**src/rtl/video_write_queue_if.sv**
```systemverilog
// Command bus from the CPU side into the video write queue.
interface video_write_queue_if;
    logic        in_valid;
    logic        in_ready;
    logic [1:0]  in_cmd;
    logic [1:0]  in_param;
    logic [10:0] in_index;
    logic [15:0] in_val;

    modport master (
        output in_valid, in_cmd, in_param, in_index, in_val,
        input  in_ready
    );

    modport slave (
        input  in_valid, in_cmd, in_param, in_index, in_val,
        output in_ready
    );
endinterface

```
**src/rtl/video_write_queue.sv**
```systemverilog
// Buffers CPU video-register writes and replays them onto the renderer write port.
// Optional VIDEO_WQ_VBLANK_ONLY_EN: drain only while the registered vblank flag is set.
module video_write_queue #(
    parameter  int unsigned DEPTH = 16,
    localparam int unsigned LW    = $clog2(DEPTH) + 1
) (
    input  logic                clk,
    input  logic                resetn,
    video_write_queue_if.slave  cmd,
    input  logic                vblank,
    output logic                wen,
    output logic [1:0]          w_param,
    output logic [10:0]         w_index,
    output logic [15:0]         w_val,
    output logic [LW-1:0]       level,
    output logic                empty
);
    localparam int unsigned AW = $clog2(DEPTH);

    typedef enum logic [1:0] {
        CMD_WRITE     = 2'd0,
        CMD_SETPTR    = 2'd1,
        CMD_WRITE_INC = 2'd2,
        CMD_RSVD      = 2'd3
    } cmd_e;

    typedef struct packed {
        logic [1:0]  param;
        logic [10:0] index;
        logic [15:0] val;
    } entry_t;

    entry_t          mem [DEPTH];
    logic [AW-1:0]   wr_ptr;
    logic [AW-1:0]   rd_ptr;
    logic [1:0]      ptr_param;
    logic [10:0]     ptr;

    logic            full;
    logic            accept;
    logic            push;
    logic            pop;
    logic            drain_ok;
    entry_t          push_entry;
    logic [1:0]      ptr_param_nxt;
    logic [10:0]     ptr_nxt;
    logic [LW-1:0]   level_nxt;
    cmd_e            cmd_dec;

    // Entries per target table; pointers wrap at this bound.
    function automatic logic [10:0] limit_of(input logic [1:0] p);
        case (p)
            2'd0:    limit_of = 11'd16;
            2'd1:    limit_of = 11'd256;
            default: limit_of = 11'd1200;
        endcase
    endfunction

`ifdef VIDEO_WQ_VBLANK_ONLY_EN
    logic vblank_q;

    always_ff @(posedge clk) begin
        if (!resetn) vblank_q <= 1'b0;
        else         vblank_q <= vblank;
    end

    assign drain_ok = vblank_q;
`else
    logic unused_vblank;

    assign unused_vblank = vblank;
    assign drain_ok      = 1'b1;
`endif

    // No bypass: a same-cycle pop does not open a slot for a push when full.
    assign full         = (level == LW'(DEPTH));
    assign cmd.in_ready = resetn && !full;
    assign accept       = cmd.in_valid && cmd.in_ready;
    assign cmd_dec      = cmd_e'(cmd.in_cmd);
    assign pop          = !empty && drain_ok;

    // Command decode: what to enqueue and how the write pointer moves.
    always_comb begin
        push          = 1'b0;
        push_entry    = '0;
        ptr_param_nxt = ptr_param;
        ptr_nxt       = ptr;
        if (accept) begin
            case (cmd_dec)
                CMD_WRITE: begin
                    push       = 1'b1;
                    push_entry = '{param: cmd.in_param, index: cmd.in_index, val: cmd.in_val};
                end
                CMD_SETPTR: begin
                    ptr_param_nxt = cmd.in_param;
                    ptr_nxt       = (cmd.in_index >= limit_of(cmd.in_param)) ? 11'd0 : cmd.in_index;
                end
                CMD_WRITE_INC: begin
                    push       = 1'b1;
                    push_entry = '{param: ptr_param, index: ptr, val: cmd.in_val};
                    ptr_nxt    = (ptr == limit_of(ptr_param) - 11'd1) ? 11'd0 : ptr + 11'd1;
                end
                default: ;
            endcase
        end
    end

    always_comb begin
        level_nxt = level;
        case ({push, pop})
            2'b10:   level_nxt = level + LW'(1);
            2'b01:   level_nxt = level - LW'(1);
            default: level_nxt = level;
        endcase
    end

    always_ff @(posedge clk) begin
        if (push) mem[wr_ptr] <= push_entry;
    end

    always_ff @(posedge clk) begin
        if (!resetn) begin
            wr_ptr    <= '0;
            rd_ptr    <= '0;
            level     <= '0;
            empty     <= 1'b1;
            ptr_param <= '0;
            ptr       <= '0;
            wen       <= 1'b0;
            w_param   <= '0;
            w_index   <= '0;
            w_val     <= '0;
        end else begin
            ptr_param <= ptr_param_nxt;
            ptr       <= ptr_nxt;
            level     <= level_nxt;
            empty     <= (level_nxt == '0);
            wen       <= pop;
            if (push) wr_ptr <= wr_ptr + AW'(1);
            if (pop) begin
                rd_ptr  <= rd_ptr + AW'(1);
                w_param <= mem[rd_ptr].param;
                w_index <= mem[rd_ptr].index;
                w_val   <= mem[rd_ptr].val;
            end
        end
    end
endmodule
```
**src/flat_wrapper.sv**
```systemverilog
// flat-port wrapper written by rule: the top's interface ports become plain ports
module video_write_queue_flat 
#(
    parameter  int unsigned DEPTH = 16,
    localparam int unsigned LW    = $clog2(DEPTH) + 1
)
  (clk, resetn, vblank, wen, w_param, w_index, w_val, level, empty, cmd_in_valid, cmd_in_cmd, cmd_in_param, cmd_in_index, cmd_in_val, cmd_in_ready);
  video_write_queue_if cmd_i ();
  input  logic clk;
  input  logic resetn;
  input  logic vblank;
  output logic wen;
  output logic [1:0] w_param;
  output logic [10:0] w_index;
  output logic [15:0] w_val;
  output logic [LW-1:0] level;
  output logic empty;
  input wire logic [$bits(cmd_i.in_valid)-1:0] cmd_in_valid;
  input wire logic [$bits(cmd_i.in_cmd)-1:0] cmd_in_cmd;
  input wire logic [$bits(cmd_i.in_param)-1:0] cmd_in_param;
  input wire logic [$bits(cmd_i.in_index)-1:0] cmd_in_index;
  input wire logic [$bits(cmd_i.in_val)-1:0] cmd_in_val;
  output wire logic [$bits(cmd_i.in_ready)-1:0] cmd_in_ready;
  assign cmd_i.in_valid = cmd_in_valid;
  assign cmd_i.in_cmd = cmd_in_cmd;
  assign cmd_i.in_param = cmd_in_param;
  assign cmd_i.in_index = cmd_in_index;
  assign cmd_i.in_val = cmd_in_val;
  assign cmd_in_ready = cmd_i.in_ready;
  video_write_queue #(.DEPTH(DEPTH)) u_core (.clk(clk), .resetn(resetn), .cmd(cmd_i), .vblank(vblank), .wen(wen), .w_param(w_param), .w_index(w_index), .w_val(w_val), .level(level), .empty(empty));
endmodule
```
**config.mk**
```make
export PLATFORM = sky130hd
export DESIGN_NAME = video_write_queue_flat
export DESIGN_NICKNAME = d
export VERILOG_FILES = /design/src/rtl/video_write_queue_if.sv /design/src/rtl/video_write_queue.sv /design/src/flat_wrapper.sv
export SDC_FILE = /design/constraint.sdc
export NUM_CORES = 1
export LEC_CHECK = 0
export CELL_PAD_IN_SITES_DETAIL_PLACEMENT = 0
export CELL_PAD_IN_SITES_GLOBAL_PLACEMENT = 2
export CORE_MARGIN = 2
export CORE_UTILIZATION = 40
export CTS_CLUSTER_DIAMETER = 80
export DETAILED_ROUTE_END_ITERATION = 7
export PLACE_DENSITY_LB_ADDON = 0.1
export SLEW_MARGIN = 20
export SYNTH_ARGS = -nofsm -noshare
export SYNTH_HDL_FRONTEND = slang
export SYNTH_SLANG_ARGS = --single-unit
export TNS_END_PERCENT = 10
```
**constraint.sdc**
```tcl
create_clock -name clk -period 9.2 [get_ports clk]
set_clock_uncertainty 0.05 [all_clocks]
set_input_delay 0.92 -clock clk [delete_from_list [all_inputs] [get_ports clk]]
set_output_delay 0.92 -clock clk [all_outputs]
set_load 0.005 [all_outputs]
```
==> impl_metrics.ini, run 1 <==
[run_status]
status = finished clean

[logic_synthesis]
synth_top_area_frac = 0.681
yosysSeqAreaShare = 0.737
synthesis.nets = 1152
synth-main-ff-cell = edfxtp_1
synth_cells = 1099
synth-seq-cells = 521
ys_warn_count = 0
syn_area_mm2 = 0.0204
synth_edf_count = 464
synth.largest_area_cell = edfxtp_1
synth.avg_cell_area_um2 = 18.6
synthArstFlopShare = 0
synth_area_leaders = edfxtp_1 (68%), mux4_2 (13%), dfxtp_1 (5.6%)
synth_cell_types = 50

[routing]
drtIter0Drc = 867
drc = 0
via_per_inst = 5.46
avgRoutedWirePerCell_um = 25.3
first_pass_iters = 5
vias = 10400
routed_wl_mm = 48.1
drtAntennaViolNets = 0

[clock_network]
clock_latency_ps = 610
postCtsSetupRepairBufs = 0
cts_num_sinks = 521
clk_pin_slew_ps = 60
cts_max_path_buffers = 3
clk_root_buffer_cell = clkbuf_16
numCtsBuffers = 53
ctsResizeCount = 0
tritoncts = done
h-tree-depth = 2
ctsHoldBuffers = 0

[min_path]
min_from = u_core.w_index[10]
hold_path_class = flip-flop to flip-flop

[grt]
antenna_found_initial = 1
grt_util_all_layers = 0.185
first_global_vias = 10800
grt_max_degree = 103
grt_pass1_wl_mm = 71.4
grt_overflow = 0

[worst_setup_path]
setup.worst_path.class = input pin to flip-flop
arrival_ps = 5030
start_kind = input pin
regToRegStartpoint = u_core.level[2]
crit_start = cmd_in_cmd[0]
crit_fanout = 28
cp-end-kind = flip-flop
worst_ep_required_time_ps = 9390
setup.reg_to_reg.worst_slack_ps = 5550

[place]
io_buffer_count = 70
gp_congestion = 0.740
hpwlAfterDp_mm = 25.6
pre_cts_ws_ps = 3690

[sta]
finalHoldViolCount = 0
setup_slack_ps = 4360
finalCritPeriodShare = 0.526
worstMarginPinSlew_ps = 1050
slew_viol_final = 0
period_needed_ps = 4840
setup_violations = 0
max_freq_ghz = 0.207
rsz0062_at_grt = no
fin_tns_setup_ps = 0
slew_headroom = 0.298

[layout]
syn2layout_area_growth_pct = 17.0
fill_cells = 4287
drive_gt1_frac = 0.216
layout.nets = 1237
antenna_cells = 0

[run]
maxCapViolations = 0

[floorplan]
die_width_um = 230
start_util = 0.407
die_area_mm2 = 0.0529
fp.coreArea_mm2 = 0.0503
rows = 82
die_h_um = 230
io_pins = 72

[power]
switching_share = 0.256
ir_worst_vdd_uv = 200
combPwrFrac = 0.186
p_seq_frac = 0.448
pwr_density_cell_mw_per_mm2 = 256
p_switching_w = 0.00156
p_clk_frac = 0.365
p_int_w = 0.00456
power_leakage_nw = 7.68
## layer usage
layer	vias to the layer above	wire [um]	track usage
met5	-	0	0
met3	58	2450	0.0275
met2	244	22600	0.293
li1	4630	-	-
met1	5441	22200	0.269
met4	0	807	0.0460
## layout by cell type, fill, tap and decap left out, drive strengths merged, types with 2 or more instances in the layout
cell type	synthesis	final
buf	31	29
clkinv	0	22
mux4	116	116
nor2b	5	5
clkinvlp	0	3
edfxtp	464	464
clkdlybuf4s50	0	70
nand2	15	15
inv	16	17
ha	18	18
a32oi	7	7
bufinv	0	7
and2	21	21
nand3	7	7
a211o	2	2
o31ai	3	3
a22oi	72	72
xor2	13	13
mux2i	6	6
dfxtp	57	57
nand2b	2	2
nor4	3	3
and3	2	2
a21oi	77	77
xnor2	6	6
nor3	8	8
clkbuf	38	67
o21ai	7	7
nor2	78	78
a31oi	4	4
nand4b	2	2
nand4	4	4
## worst max-delay path: stages
cell             delay [ps]
clkdlybuf4s50_1         450
inv_1                   100
ha_1                    840
nor2_1                  180
a2111oi_4               900
nand2_1                 420
nor3_2                  690
buf_4                   510
## final timing paths
check,to,cells after the start
max,u_core.mem[1][4],8
min,u_core.w_index[10],2
max reg2reg,u_core.mem[1][4],5
min reg2reg,u_core.w_index[10],2
## cell usage after synthesis, types with 2 or more instances
| library cell | instances |
|---|---|
| buf_6 | 5 |
| nand3_1 | 7 |
| and3_1 | 2 |
| xnor2_1 | 6 |
| ha_1 | 18 |
| nor2b_1 | 5 |
| edfxtp_1 | 464 |
| nand2_1 | 14 |
| o21ai_0 | 6 |
| a31oi_1 | 4 |
| nor2_1 | 78 |
| buf_1 | 4 |
| buf_2 | 22 |
| nor3_1 | 8 |
| dfxtp_1 | 57 |
| a21oi_1 | 77 |
| mux2i_1 | 6 |
| clkbuf_1 | 38 |
| inv_1 | 15 |
| mux4_2 | 116 |
| nor4_1 | 2 |
| a32oi_1 | 7 |
| and2_1 | 21 |
| a22oi_1 | 72 |
| nand4b_1 | 2 |
| nand4_1 | 4 |
| o31ai_1 | 3 |
| xor2_1 | 13 |
| nand2b_1 | 2 |
## cell families (layout without fill, tap and decap cells)
logic type	count (synthesis)	after routing	share of synthesized area
flops	521	521	0.737
compound gates	181	181	0.0578
simple gates	153	153	0.0363
mux	122	122	0.131
buf+inv	85	215	0.0188
xor+xnor	19	19	0.00814
fa+ha+maj	18	18	0.0110
## final cells by class
| class | count | area [um^2] | share of cell area |
|---|---|---|---|
| multi-input combinational | 493 | 5130 | 0.215 |
| clock buffer | 67 | 1460 | 0.0610 |
| timing repair buffer | 99 | 963 | 0.0403 |
| inverter | 16 | 60.1 | 0.00251 |
| tap | 672 | 841 | 0.0352 |
| clock inverter | 33 | 375 | 0.0157 |
| sequential | 521 | 15100 | 0.631 |
## registers in the layout (all words and copies together), names as in the netlist
name and count:
u_core.mem 464, u_core.w_val 16, u_core.ptr 11, u_core.w_index 11, u_core.level 5, u_core.rd_ptr 4
u_core.wr_ptr 4, u_core.ptr_param 2, u_core.w_param 2, u_core.empty 1, u_core.wen 1
## power groups by stage
stage / Combinational [W] / Clock [W] / Sequential, W
floorplan: 0.000886 / 0 / 0.00273
global route: 0.00125 / 0.00237 / 0.00276
CTS: 0.00117 / 0.00229 / 0.00275
finish: 0.00114 / 0.00224 / 0.00275
detailed placement: 0.00117 / 0 / 0.00280
global placement: 0.00116 / 0 / 0.00280
## per-stage QoR
stage / hold slack [ps] / cells / cell area, um^2 / power, W / util
2_1_floorplan: 420 / 1099 / 20400 / 0.00361 / -
6_report: 436 / 1901 / 23900 / 0.00612 / 0.476
3_3_place_gp: 418 / 1799 / 22000 / 0.00396 / 0.438
4_1_cts: 444 / 1900 / 23900 / 0.00621 / 0.475
3_5_place_dp: 429 / 1800 / 22000 / 0.00396 / 0.439
5_1_grt: 469 / 1901 / 23900 / 0.00638 / 0.476
No activity file was read; power rests on OpenSTA's default activity.
==> run 2: changes to the inputs <==
==> constraint.sdc (replaced) <==
create_clock -name clk -period 4.6 [get_ports clk]
set_clock_uncertainty 0.05 [all_clocks]
set_input_delay 0.46 -clock clk [delete_from_list [all_inputs] [get_ports clk]]
set_output_delay 0.46 -clock clk [all_outputs]
set_load 0.005 [all_outputs]
==> impl_metrics.ini, run 2 (synthesis gave the netlist of run 1 again) <==
[routing]
wl_met1_mm = 22.0
drc = 0
dr_wl_met3_mm = 2.11
wl_met2_mm = 23.3
routed.top_layer = met4
via_per_inst = 5.48
vias = 10600
drtAntennaViolNets = 0
avgRoutedWirePerCell_um = 25.3
routed_wl_mm = 48.8
first_pass_iters = 5
drtIter0Drc = 760

[sta]
slew_viol_final = 0
fin_tns_setup_ps = 0
rsz0062_at_grt = no
setup_violations = 0
max_freq_ghz = 0.312
period_needed_ps = 3200
worstMarginPinSlew_ps = 1120
slew_headroom = 0.252
finalHoldViolCount = 0
finalCritPeriodShare = 0.696

[clock_network]
clk_pin_slew_ps = 60
ctsHoldBuffers = 0
clk_root_buffer_cell = clkbuf_16
numCtsBuffers = 56
cts_num_sinks = 521
h-tree-depth = 2
tritoncts = done
clock_latency_ps = 600
cts_max_path_buffers = 3
postCtsSetupRepairBufs = 0
ctsResizeCount = 0

[place]
gp_congestion = 0.742
io_buffer_count = 70
hpwlAfterDp_mm = 27.3

[worst_setup_path]
setup.worst_path.class = input pin to flip-flop
arrival_ps = 3640
crit_fanout = 14
worst_ep_required_time_ps = 5040
setup.reg_to_reg.worst_slack_ps = 1570
start_kind = input pin
cp-end-kind = flip-flop

[min_path]
hold_path_class = flip-flop to flip-flop

[run]
maxCapViolations = 0

[grt]
grt_overflow = 0
grt_max_degree = 72
grt_pass1_wl_mm = 72.3
antenna_found_initial = 0
first_global_vias = 10900
grt_util_all_layers = 0.188

[layout]
drive_gt1_frac = 0.227
most-common-layout-cells = edfxtp_1 (464), mux4_2 (116), a21oi_1 (77), a22oi_1 (72), clkdlybuf4s50_1 (70)
layout.nets = 1261
antenna_cells = 0
reg_top3 = u_core.mem: 464 flops, u_core.w_val: 16 flops
top_register = u_core.mem
final_common_cell = edfxtp_1
largest_reg_flops = 464
syn2layout_area_growth_pct = 18.2

[power]
power_leakage_nw = 7.83
pwr_density_cell_mw_per_mm2 = 510
ir_worst_vdd_uv = 319
total_power_w = 0.0123

[floorplan]
start_util = 0.407
die_area_mm2 = 0.0529
fp.coreArea_mm2 = 0.0503
io_pins = 72
rows = 82
die_width_um = 230
die_h_um = 230

[run_status]
status = finished clean
run 2: metrics by stage:
step / area, um^2 / instances / setup slack [ps] / hold slack, ps / util
after floorplan: 20400 / 1099 / 445 / 420 / -
after global placement: 22300 / 1822 / 789 / 420 / 0.443
after detailed placement: 22300 / 1822 / 818 / 429 / 0.443
after CTS: 24200 / 1926 / 1410 / 419 / 0.481
after global routing: 24200 / 1926 / 1090 / 462 / 0.481
final: 24200 / 1926 / 1400 / 440 / 0.481
run 2: cell type report:
class                   count  area (um^2)
clock buffers              79         1630
inverters                  16         60.1
multi-input cells         493         5120
fillers                  4290        26100
well taps                 672          841
repair buffers            120         1190
clock inverters            25          248
flip-flops and latches    521        15100
run 2: report_power, final:
group | internal, W | total (W) | switching (W)
Sequential | 0.00528 | 0.00547 | 0.000193
Combinational | 0.00122 | 0.00235 | 0.00113
Clock | 0.00269 | 0.00452 | 0.00183
run 2: routing by layer:
layer,global-route usage,vias up
met5,0,-
met4,0.0558,0
met3,0.0322,80
met2,0.302,250
met1,0.263,5537
li1,-,4684
run 2: path summary, 6_finish.rpt:
kind              startpoint         endpoint  cells after the start
min          u_core.w_val[1]  u_core.w_val[1]                      2
max            cmd_in_cmd[0]     u_core.empty                     15
min reg2reg  u_core.w_val[1]  u_core.w_val[1]                      2
max reg2reg  u_core.level[1]     u_core.empty                     11
run 2: worst max-delay path: stages:
cell	delay, ps
clkdlybuf4s50_1	460
inv_1	100
ha_1	140
buf_4	220
nor2_1	110
a2111oi_4	360
inv_1	130
ha_1	310
xor2_1	180
ha_1	230
o21ai_0	170
nand3_1	90
a31oi_1	250
xor2_1	120
o41ai_1	320
==> run 3: changes to the inputs <==
==> constraint.sdc (replaced) <==
create_clock -name clk -period 2.8 [get_ports clk]
set_clock_uncertainty 0.05 [all_clocks]
set_input_delay 0.28 -clock clk [delete_from_list [all_inputs] [get_ports clk]]
set_output_delay 0.28 -clock clk [all_outputs]
set_load 0.005 [all_outputs]
==> impl_metrics.ini, run 3 (synthesis gave the netlist of run 1 again) <==
[sta]
finalCritPeriodShare = 0.930
period_needed_ps = 2610
finalHoldViolCount = 0
rsz0062_at_grt = no
setup_slack_ps = 195
worstMarginPinSlew_ps = 1120
slew_viol_final = 0
slew_headroom = 0.249
max_freq_ghz = 0.384
setup_violations = 0

[clock_network]
cts_max_path_buffers = 3
postCtsSetupRepairBufs = 0
numCtsBuffers = 55
clk_root_buffer_cell = clkbuf_16
tritoncts = done
h-tree-depth = 2
clk_pin_slew_ps = 60
cts_num_sinks = 521
clock_latency_ps = 590

[layout]
regArea_mm2 = 0.0151
drive_gt1_frac = 0.239
most-common-layout-cells = edfxtp_1 (464), mux4_2 (116), a21oi_1 (77), a22oi_1 (72), clkdlybuf4s50_1 (70)
final_area_mm2 = 0.0247
syn2layout_area_growth_pct = 20.6
reg_top3 = u_core.mem: 464 flops, u_core.w_val: 16 flops
largest_reg_flops = 464
fill_cells = 4254
final_common_cell = edfxtp_1
multi_input_area_mm2 = 0.00516
layout.nets = 1291
antenna_cells = 0
top_register = u_core.mem

[run]
maxCapViolations = 0

[routing]
vias = 10500
drc = 0
first_pass_iters = 5
routed_wl_mm = 47.9
via_per_inst = 5.38
drtAntennaViolNets = 0
drtIter0Drc = 744
avgRoutedWirePerCell_um = 24.5

[worst_setup_path]
crit_fanout = 62
r2r_cells = 11
cp_slowest_stage_delay_ps = 700
start_kind = flip-flop
regToRegStartpoint = u_core.level[1]
setup.worst_path.class = flip-flop to output port
worst_ep_required_time_ps = 2470
cpLargestDelayFamily = buffers and inverters
cp_slowest_cell = buf_4
setup.reg_to_reg.worst_slack_ps = 270
cp-end-kind = output port
arrival_ps = 2280
r2r-end = u_core.empty
crit_chain = buf_4 -> clkdlybuf4s50_1
crit_buf_inv = 2

[power]
ir_worst_vdd_uv = 430
pwr_density_cell_mw_per_mm2 = 819
power_leakage_nw = 7.97

[floorplan]
fp.coreArea_mm2 = 0.0503
io_pins = 72
die_width_um = 230
die_area_mm2 = 0.0529
die_h_um = 230
rows = 82
start_util = 0.407

[grt]
grt_overflow = 0
grt_util_all_layers = 0.184
first_global_vias = 10800
grt_max_degree = 63
grt_pass1_wl_mm = 72.0
antenna_found_initial = 1

[min_path]
worstHoldPathCells = 3
hold_path_class = input pin to flip-flop
min_from = cmd_in_index[4]
hold_end = u_core.ptr[4]

[place]
placed_area_mm2 = 0.0229
gp_congestion = 0.728
io_buffer_count = 70
pre_cts_ws_ps = -326
hpwlAfterDp_mm = 28.0

[run_status]
status = finished clean
==> run 3: power breakdown <==
group	internal [W]	switching (W)
logic	0.00222	0.00202
registers	0.00867	0.000217
clock network	0.00412	0.00297
total	0.0150	0.00520
==> run 3: worst max path at each step <==
stage	to	from	cells past startpoint	slack, ps
global placement	u_core.empty	cmd_in_cmd[0]	14	-300
CTS	empty	u_core.empty	2	90
global route	u_core.empty	u_core.level[0]	11	50
detailed placement	u_core.empty	cmd_in_cmd[0]	13	-330
finish	empty	u_core.empty	2	190
floorplan	u_core.mem[13][0]	cmd_in_cmd[0]	7	-400
==> run 3: timing repair <==
item                       CTS  global route
gates resized for setup      0             2
setup endpoints to repair    0             1
hold buffers                 0             0
==> run 3: final cells by class <==
cell class	instances	share of cell area
Tap cell	672	0.0341
Clock buffer	75	0.0610
Inverter	16	0.00243
Sequential cell	521	0.612
Timing Repair Buffer	151	0.0718
Clock inverter	27	0.00974
Multi-Input combinational cell	493	0.209
==> run 3: metal layers <==
metal	global-route usage	up-vias	part of all wire
met2	0.298	186	0.48
met3	0.0254	60	0.038
met5	0	-	0
met4	0.0494	0	0.019
met1	0.264	5530	0.46
li1	-	4735	-
==> run 3: stage by stage <==
step                std cells  setup TNS [ps]  utilization  total power, W  hold WS, ps
global placement         1853            -729        0.456          0.0134          419
CTS                      1955               0        0.490          0.0205          278
finish                   1955               0        0.491          0.0202          306
global route             1955               0        0.491          0.0211          324
detailed placement       1853           -2370        0.456          0.0134          430
floorplan                1099         -168610            -          0.0119          374
==> run 3: worst min-delay path: stages <==
cell	delay [ps]
clkdlybuf4s50_1	470
nand2_1	80
a31oi_1	70
